**src/rtl/demux_router.sv**
```systemverilog
// One-to-N demultiplexing router: each channel holds a single registered word,
// with unicast or broadcast delivery and a count of accepted input transfers.
module demux_router #(
    parameter int DATA_W = 8,
    parameter int SEL_W  = 3,
    parameter int CNT_W  = 8
) (
    input  logic                          clk,
    input  logic                          rst,
    input  logic                          in_valid,
    output logic                          in_ready,
    input  logic [DATA_W-1:0]             in_data,
    input  logic [SEL_W-1:0]              in_sel,
    input  logic                          in_bcast,
    output logic [(2**SEL_W)-1:0]         out_valid,
    output logic [(2**SEL_W)*DATA_W-1:0]  out_data,
    input  logic [(2**SEL_W)-1:0]         out_ready,
    output logic [CNT_W-1:0]              acc_cnt
);

    localparam int N = 2**SEL_W;

    logic [N-1:0]      full;
    logic [DATA_W-1:0] data [N];
    logic [N-1:0]      free;
    logic [N-1:0]      load;
    logic              xfer;

    // A channel can take a word if it is empty or is being drained this cycle.
    always_comb begin
        free     = ~full | out_ready;
        in_ready = in_bcast ? (&free) : free[in_sel];
        xfer     = in_valid & in_ready;
    end

    always_comb begin
        load = '0;
        if (xfer) begin
            if (in_bcast) begin
                load = '1;
            end else begin
                load[in_sel] = 1'b1;
            end
        end
    end

    // A load wins over a drain on the same edge, so a busy channel streams at full rate.
    always_ff @(posedge clk) begin
        if (rst) begin
            full    <= '0;
            acc_cnt <= '0;
            for (int i = 0; i < N; i++) begin
                data[i] <= '0;
            end
        end else begin
            for (int i = 0; i < N; i++) begin
                if (load[i]) begin
                    full[i] <= 1'b1;
                    data[i] <= in_data;
                end else if (out_ready[i]) begin
                    full[i] <= 1'b0;
                end
            end
            if (xfer) begin
                acc_cnt <= acc_cnt + CNT_W'(1);
            end
        end
    end

    assign out_valid = full;

    for (genvar g = 0; g < N; g++) begin : g_out
        assign out_data[g*DATA_W +: DATA_W] = data[g];
    end

endmodule

```
**config.mk**
```make
export PLATFORM = sky130hd
export DESIGN_NAME = demux_router
export DESIGN_NICKNAME = d
export VERILOG_FILES = /design/src/rtl/demux_router.sv
export SDC_FILE = /design/constraint.sdc
export NUM_CORES = 1
export LEC_CHECK = 0
export ABC_AREA = 0
export CORE_MARGIN = 8
export CORE_UTILIZATION = 49
export CTS_BUF_LIST = sky130_fd_sc_hd__clkbuf_8 sky130_fd_sc_hd__clkbuf_16
export DETAILED_ROUTE_END_ITERATION = 16
export PLACE_DENSITY = 0.84
export SYNTH_ARGS = -nofsm -noshare
export SYNTH_HDL_FRONTEND = slang
export SYNTH_SLANG_ARGS = --single-unit
```
**constraint.sdc**
```tcl
create_clock -name clk -period 4.1 [get_ports clk]
set_clock_uncertainty 0.2 [all_clocks]
set_input_delay 0.82 -clock clk [delete_from_list [all_inputs] [get_ports clk]]
set_output_delay 0.82 -clock clk [all_outputs]
set_load 0.03 [all_outputs]
```
# [Word-level counts from Yosys, hierarchy flattened]
# Memories as Yosys holds them, arrays and structs flattened.
# Cells that the tools add are included.
[classes] n_addsub=1 multipliers=0 n_div=0 magnitude_cmp=2 eq_ne=0 shifts=0 muxes=57 bitwise_logic=11 reduce_logical=10
[ops] cell="two-way mux 8 bit" n=10
[ops] cell="two-way mux 1 bit" n=45
[ops] cell="nonzero test 2 bit" n=8
[ops] cell="adder 8 x 1 -> 8 bit, second input constant" n=1
[ops] cell="inverter 8 bit" n=1
[ops] cell="bitwise OR 1 bit" n=8
[ops] cell="bitwise OR 8 bit" n=1
[ops] cell="AND reduction 8 bit" n=1
[ops] cell="less-than comparator 3 x 4 -> 1 bit, second input constant" n=1
[ops] cell="binary-select mux 1 bit (select 3 bit)" n=1
[ops] cell="demux 1 bit (select 3 bit)" n=1
[ops] cell="greater-or-equal comparator 3 x 1 -> 1 bit, second input constant" n=1
[ops] cell="AND 1 bit" n=1
[ops] cell="logical AND 1 bit" n=1
[word_totals] ff_bits=16 latch_bits=0 mem_bits_rw=64 mem_bits_ro=0 inputBits=23 out_inout_bits=81 wordCells=91 memories=1
[memory_table] memory="data" depth=8 width=8 rd=8 rd_ports_with_merged_regs=0 wr=8 line="24" rtl="logic [DATA_W-1:0] data [N];"

# [Logic depth before layout (Yosys ltp)]
# Gate-level depths: netlist (run 1).
[depth] ltp_word=11 ltp_mapped=9 depth_no_buf=7

# [Worst setup path after synthesis (run 1)]
# Ideal clock, no wire load.
[synth_path] path_kind="input to output" from="input in_sel[0]" to="output in_ready" t_arrival_ps=1991 required_time_ps=3080 slack_ps=1089 path_stages=7 n_path_buf=2 path_cell_list="buf_6 or3b_4 o22ai_2 a211oi_2 a21oi_4 inv_4 buf_6"
[synth_via] elab_chain_len=3
[synth_rtl] element="start, declared" line="13" rtl="input logic [SEL_W-1:0] in_sel,"
[synth_rtl] element="binary-select mux 1 bit (select 3 bit)" line="32" rtl="in_ready = in_bcast ? (&free) : free[in_sel];"
[synth_rtl] element="two-way mux 1 bit (implied by the code)" line="32"
[synth_rtl] element="two-way mux 1 bit" line="32"
[synth_rtl] element="end, declared" line="11" rtl="output logic in_ready,"
# Every way passes these cells. The select of a mux whose other input is x is not followed.

# [Worst setup path after layout (run 1)]
# Same ends and word-level chain as after synthesis.

==> results of run 1 <==
==> power by group through the flow <==
| stage | clock (uW) | combinational, uW | sequential (uW) |
|---|---|---|---|
| 4_1_cts | 559 | 363 | 955 |
| 2_1_floorplan | 0 | 91.2 | 1080 |
| 5_1_grt | 591 | 379 | 961 |
| 3_3_place_gp | 0 | 354 | 971 |
| 3_5_place_dp | 0 | 362 | 973 |
| 6_report | 557 | 359 | 954 |
==> per-layer routing <==
metal / GRT usage [%] / vias up / share of wire [%]
met4: 7.69 / 0 / 2.0
met3: 6.33 / 12 / 9.3
met5: 0 / - / 0
met1: 19.8 / 1084 / 39
met2: 28.1 / 113 / 50
li1: - / 1101 / -
==> synth_stat cells, drive strengths merged (2+ instances only) <==
library cell and n:
dfxtp 16, o211ai 4, nor2 60, nor2b 4
nand2b 21, buf 5, nand3 5, a21oi 15
clkbuf 4, o21ai 5, o22ai 2, or2b 5
nand2 6, edfxtp 64, nand4 4, or4 2
mux2 4, inv 12
==> tightest hold or removal path, delay by kind of cell (launching register included) <==
family,cells,cell delay (ns)
AOI/OAI and AO/OA,2,0.11
DFF,1,0.32
==> worst paths after layout <==
check                from          end  slack (ns)  depth (start not counted)
min reg2reg    acc_cnt[7]   acc_cnt[7]        0.28                          2
max             in_sel[0]     in_ready        0.23                          7
min            acc_cnt[7]   acc_cnt[7]        0.28                          2
max reg2reg  out_valid[2]  data[1][25]        1.63                          7
==> area by class of cell <==
type	instances	area [um^2]	share of cell area, %
timing repair buffer	109	1080	23.8
clock inverter	6	60.1	1.33
tap	77	96.3	2.13
sequential	80	2240	49.5
multi-input combinational	151	885	19.5
inverter	12	47.5	1.05
clock buffer	9	124	2.73
==> flip-flops by register name, indices dropped and copies added (netlist names) <==
name	cells
data	64
out_valid	8
acc_cnt	8
==> stage by stage <==
step | setup WS (ns) | area, um^2
floorplan | 1.09 | 3230
global placement | 0.263 | 4350
detailed placement | 0.234 | 4350
CTS | 0.229 | 4530
global route | 0.149 | 4530
finish | 0.229 | 4530
==> kinds of logic (layout without fill, tap and decap cells) <==
kind of cell	after synthesis	in the layout	synth area share, %
multiplexers	5	5	1.82
flip-flops	80	80	69.5
buffers and inverters	21	136	3.10
AO/OA/AOI/OAI	30	30	7.02
AND/OR/NAND/NOR	115	115	18.2
adder cells (fa/ha/maj)	1	1	0.388
==> out/results.tsv, run 1 <==
stage	metric	value	unit
power_and_ir_drop	p_leak	0.00170	uW
power_and_ir_drop	p_int	1350	uW
global_route	grt_start_max_net_pins	22	
logic_synthesis	syn-num-nets	276	
cells_and_area	diodes	0	
routing	first_pass_iters	4	
power_and_ir_drop	power.share.sequential	51.0	%
logic_synthesis	synth_edf_count	64	
routing	drt.antenna.violating_nets	0	
setup_path	cpLargestDelayFamily	buffers and inverters	
placed_design	gp_congestion	0.809	
power_and_ir_drop	ir_worst_vdd	259	uV
die	fp.dieW	97.2	um
setup_path	criticalPathCategory	primary input to primary output	
logic_synthesis	yosysWarningCount	0	
placed_design	placed_cells	429	
power_and_ir_drop	switching_share	27.9	%
clock_network	post_cts_buffers	0	
sta	post-route-min-period	3.87	ns
die	io_pins	104	
global_route	grt_pass1_wl	12.8	mm
cells_and_area	final_nets	387	
clock_network	cts-hold-fix-buffers	0	
cells_and_area	drive_above_1_share	12.3	%
die	start_util	50.8	%
setup_path	crit_top_cell	clkdlybuf4s50_1	
placed_design	place_hpwl	6.00	mm
clock_network	htree_levels	3	
power_and_ir_drop	pwr-share-comb	19.2	%
sta	tns	0	ns
routing	wirelength	8.07	mm
outcome	status	completed	
routing	dr_total_vias	2310	
logic_synthesis	ys_types	44	
global_route	antenna_found_initial	0	
run	drv_cap	0	
sta	finalCritPeriodShare	94.4	%
logic_synthesis	yosys.area.top_type	edfxtp_1	
clock_network	cts_buffers	9	
clock_network	clk_pin_slew	0.08	ns
setup_path	critical-path-max-stage-delay	0.66	ns
power_and_ir_drop	p_per_area	413	nW/um^2
logic_synthesis	postSynthRegisterBits	80	
clock_network	cts_root_buf	clkbuf_8	
sta	rsz0062_at_grt	no	
setup_path	crit_path_top_delay_cell	clkdlybuf4s50_1	
cells_and_area	syn_to_final_growth	40.4	%
sta	finalHoldViolations	0	
logic_synthesis	async_flop_share	0	%
logic_synthesis	yosys.area.top_type_share	59.6	%
cells_and_area	fin_cells	444	
logic_synthesis	syn_area_per_cell	12.8	um^2
sta	setup_violations	0	
sta	fmax	0.258	GHz
setup_path	cp_cell_sequence	clkdlybuf4s50_1 > inv_1 > mux2i_1 > a211oi_2 > a21oi_4 > inv_4 > clkdlybuf4s50_1	
clock_network	cts_buffer_depth	2	
sta	drv_slew	0	
routing	drc_errors	0	
setup_path	crit_path_max_fanout	9	
clock_network	clk_latency	0.35	ns
sta	relSlewSlack	57.1	%
cells_and_area	final_common_cell	clkdlybuf4s50_1	
die	core	6350	um^2
power_and_ir_drop	p_switching	521	uW
power_and_ir_drop	p_clk_share	29.8	%
placed_design	place.port_buffers	103	
logic_synthesis	synth_flop_cell	edfxtp_1	
clock_network	cts_tree	yes	
global_route	grt_pass1_vias	2387	
logic_synthesis	netlist_area	3230	um^2
routing	via_per_inst	5.20	
global_route	track_usage	17.3	%
cells_and_area	mostFrequentLayoutCells	clkdlybuf4s50_1, edfxtp_1, nor2_1	
setup_path	critPathBufInv	4	
min_path	hold_path_class	flop to flop	
setup_path	required	3.08	ns
routing	drt_iter0_drc	108	
logic_synthesis	netlist_instances	252	
die	die_h	97.2	um
setup_path	crit_path_end_kind	primary output	
cells_and_area	fillerInstances	437	
die	rows	29	
setup_path	arrival	2.85	ns
sta	holdWs	0.278	ns
power_and_ir_drop	p_total	1870	uW
logic_synthesis	yosysSeqAreaShare	69.5	%
global_route	grt_overflow	0	
sta	worst_slew_pin_slew	0.642	ns
cells_and_area	utilization	71.3	%
setup_path	worstSetupStartpointType	primary input	
routing	wl_per_cell	18.2	um
die	die_area	9440	um^2
clock_network	cts.sinks	80	
clock_network	cts_resized	0	
logic_synthesis	synth_area_leaders	edfxtp_1, dfxtp_1, nor2_1, nand2b_1, a21oi_1	
Note: power is estimated with default switching activity, not from simulation.
==> run 2: changes to the inputs <==
Settings changed: MAX_ROUTING_LAYER set to met4.
==> out/results.tsv, run 2 (same netlist as run 1, synthesis figures left out) <==
stage	metric	value	unit	change
outcome	status	completed		
die	die_area	9440	um^2	unchanged
power_and_ir_drop	p_per_area	413	nW/um^2	about the same
cells_and_area	syn_to_final_growth	40.4	%	unchanged
setup_path	worstSetupStartpointType	primary input		
power_and_ir_drop	ir_worst_vdd	261	uV	+0.75%
global_route	antenna_found_initial	0		unchanged
routing	via_per_inst	5.19		-0.22%
placed_design	placed_cells	429		unchanged
die	start_util	50.8	%	unchanged
power_and_ir_drop	p_leak	0.00170	uW	unchanged
cells_and_area	utilization	71.3	%	unchanged
cells_and_area	fin_cells	444		unchanged
routing	drc_errors	0		unchanged
sta	fmax	0.257	GHz	-0.39%
clock_network	clk_pin_slew	0.08	ns	about the same
sta	finalHoldViolations	0		unchanged
global_route	track_usage	17.7	%	+0.49 points
clock_network	cts_resized	0		unchanged
die	rows	29		unchanged
routing	drt.antenna.violating_nets	0		unchanged
setup_path	crit_path_end_kind	primary output		
placed_design	place.port_buffers	103		unchanged
clock_network	post_cts_buffers	0		unchanged
routing	dr_total_vias	2305		-0.22%
clock_network	clk_latency	0.34	ns	about the same
global_route	grt_start_max_net_pins	22		unchanged
clock_network	cts_tree	yes		
clock_network	cts_buffer_depth	2		unchanged
global_route	grt_overflow	0		unchanged
cells_and_area	fillerInstances	437		unchanged
cells_and_area	mostFrequentLayoutCells	clkdlybuf4s50_1, edfxtp_1, nor2_1		
cells_and_area	drive_above_1_share	12.3	%	unchanged
routing	met1_length	3.17	mm	+1.0%
sta	holdWs	0.278	ns	-0.0000590 ns
die	die_h	97.2	um	unchanged
sta	finalCritPeriodShare	94.8	%	+0.37 points
routing	wl_per_cell	18.1	um	-0.38%
sta	rsz0062_at_grt	no		
cells_and_area	final_common_cell	clkdlybuf4s50_1		
cells_and_area	largest_reg_flops	64		unchanged
routing	wirelength	8.04	mm	-0.38%
setup_path	required	3.08	ns	about the same
die	core	6350	um^2	unchanged
cells_and_area	final_nets	387		unchanged
cells_and_area	diodes	0		unchanged
run	drv_cap	0		unchanged
sta	drv_slew	0		unchanged
sta	worst_slew_pin_slew	0.643	ns	+0.00122 ns
cells_and_area	largest_register	data		
routing	drt_iter0_drc	122		+13%
sta	post-route-min-period	3.89	ns	+0.0152 ns
clock_network	cts_root_buf	clkbuf_8		
routing	top_layer	met4		
routing	first_pass_iters	5		+1
min_path	hold_path_class	flop to flop		
clock_network	cts.sinks	80		unchanged
clock_network	htree_levels	3		unchanged
die	io_pins	104		unchanged
setup_path	crit_path_max_fanout	9		unchanged
setup_path	arrival	2.87	ns	+0.02 ns
die	fp.dieW	97.2	um	unchanged
sta	setup_violations	0		unchanged
placed_design	gp_congestion	0.821		+1.5%
placed_design	place_hpwl	6.00	mm	unchanged
sta	relSlewSlack	57.0	%	-0.082 points
routing	wl_met3	714	um	-4.5%
global_route	grt_pass1_vias	2399		+0.50%
sta	tns	0	ns	unchanged
clock_network	cts-hold-fix-buffers	0		unchanged
routing	dr_wl_met2	4.00	mm	-0.79%
global_route	grt_pass1_wl	12.8	mm	about the same
clock_network	cts_buffers	9		unchanged
setup_path	criticalPathCategory	primary input to primary output		
==> run 2: cell counts in the layout (fill, tap and decap cells not counted) <==
Identical to the previous run, type by type.
==> run 2: power breakdown <==
group          switching [uW]  total [uW]  internal (uW)
clock                     280         556            276
combinational             222         359            137
sequential               18.4         954            936
total                     520        1870           1350
==> run 2: final timing paths <==
check | cells after the start | endpoint | slack [ns] | start
hold reg to reg | 2 | acc_cnt[7] | 0.28 | acc_cnt[7]
setup reg to reg | 7 | data[1][25] | 1.63 | out_valid[2]
hold / removal | 2 | acc_cnt[7] | 0.28 | acc_cnt[7]
setup / recovery | 7 | in_ready | 0.21 | in_sel[0]
==> run 2: critical path: stages <==
cell	delay, ns
clkdlybuf4s50_1	0.63
inv_1	0.13
mux2i_1	0.15
a211oi_2	0.30
a21oi_4	0.10
inv_4	0.06
clkdlybuf4s50_1	0.66
==> run 2: area by class of cell <==
type                            instances  area [um^2]  share of cell area (%)
Clock buffer                            9          124                    2.73
Inverter                               12         47.5                    1.05
Sequential cell                        80         2240                    49.5
Multi-Input combinational cell        151          885                    19.5
Timing Repair Buffer                  109         1080                    23.8
Tap cell                               77         96.3                    2.13
Clock inverter                          6         60.1                    1.33
==> run 2: per-stage QoR <==
stage	total power (uW)	cell area (um^2)	setup WS, ns
CTS	1880	4530	0.229
floorplan	1170	3230	1.09
detailed placement	1340	4350	0.234
global placement	1330	4350	0.263
finish	1870	4530	0.214
global route	1930	4530	0.149
==> run 2: per-layer routing <==
| metal | vias up | GRT usage, % |
|---|---|---|
| met5 | - | - |
| met4 | 0 | 7.69 |
| met3 | 12 | 5.76 |
| met2 | 114 | 28.2 |
| met1 | 1076 | 20.1 |
| li1 | 1103 | - |
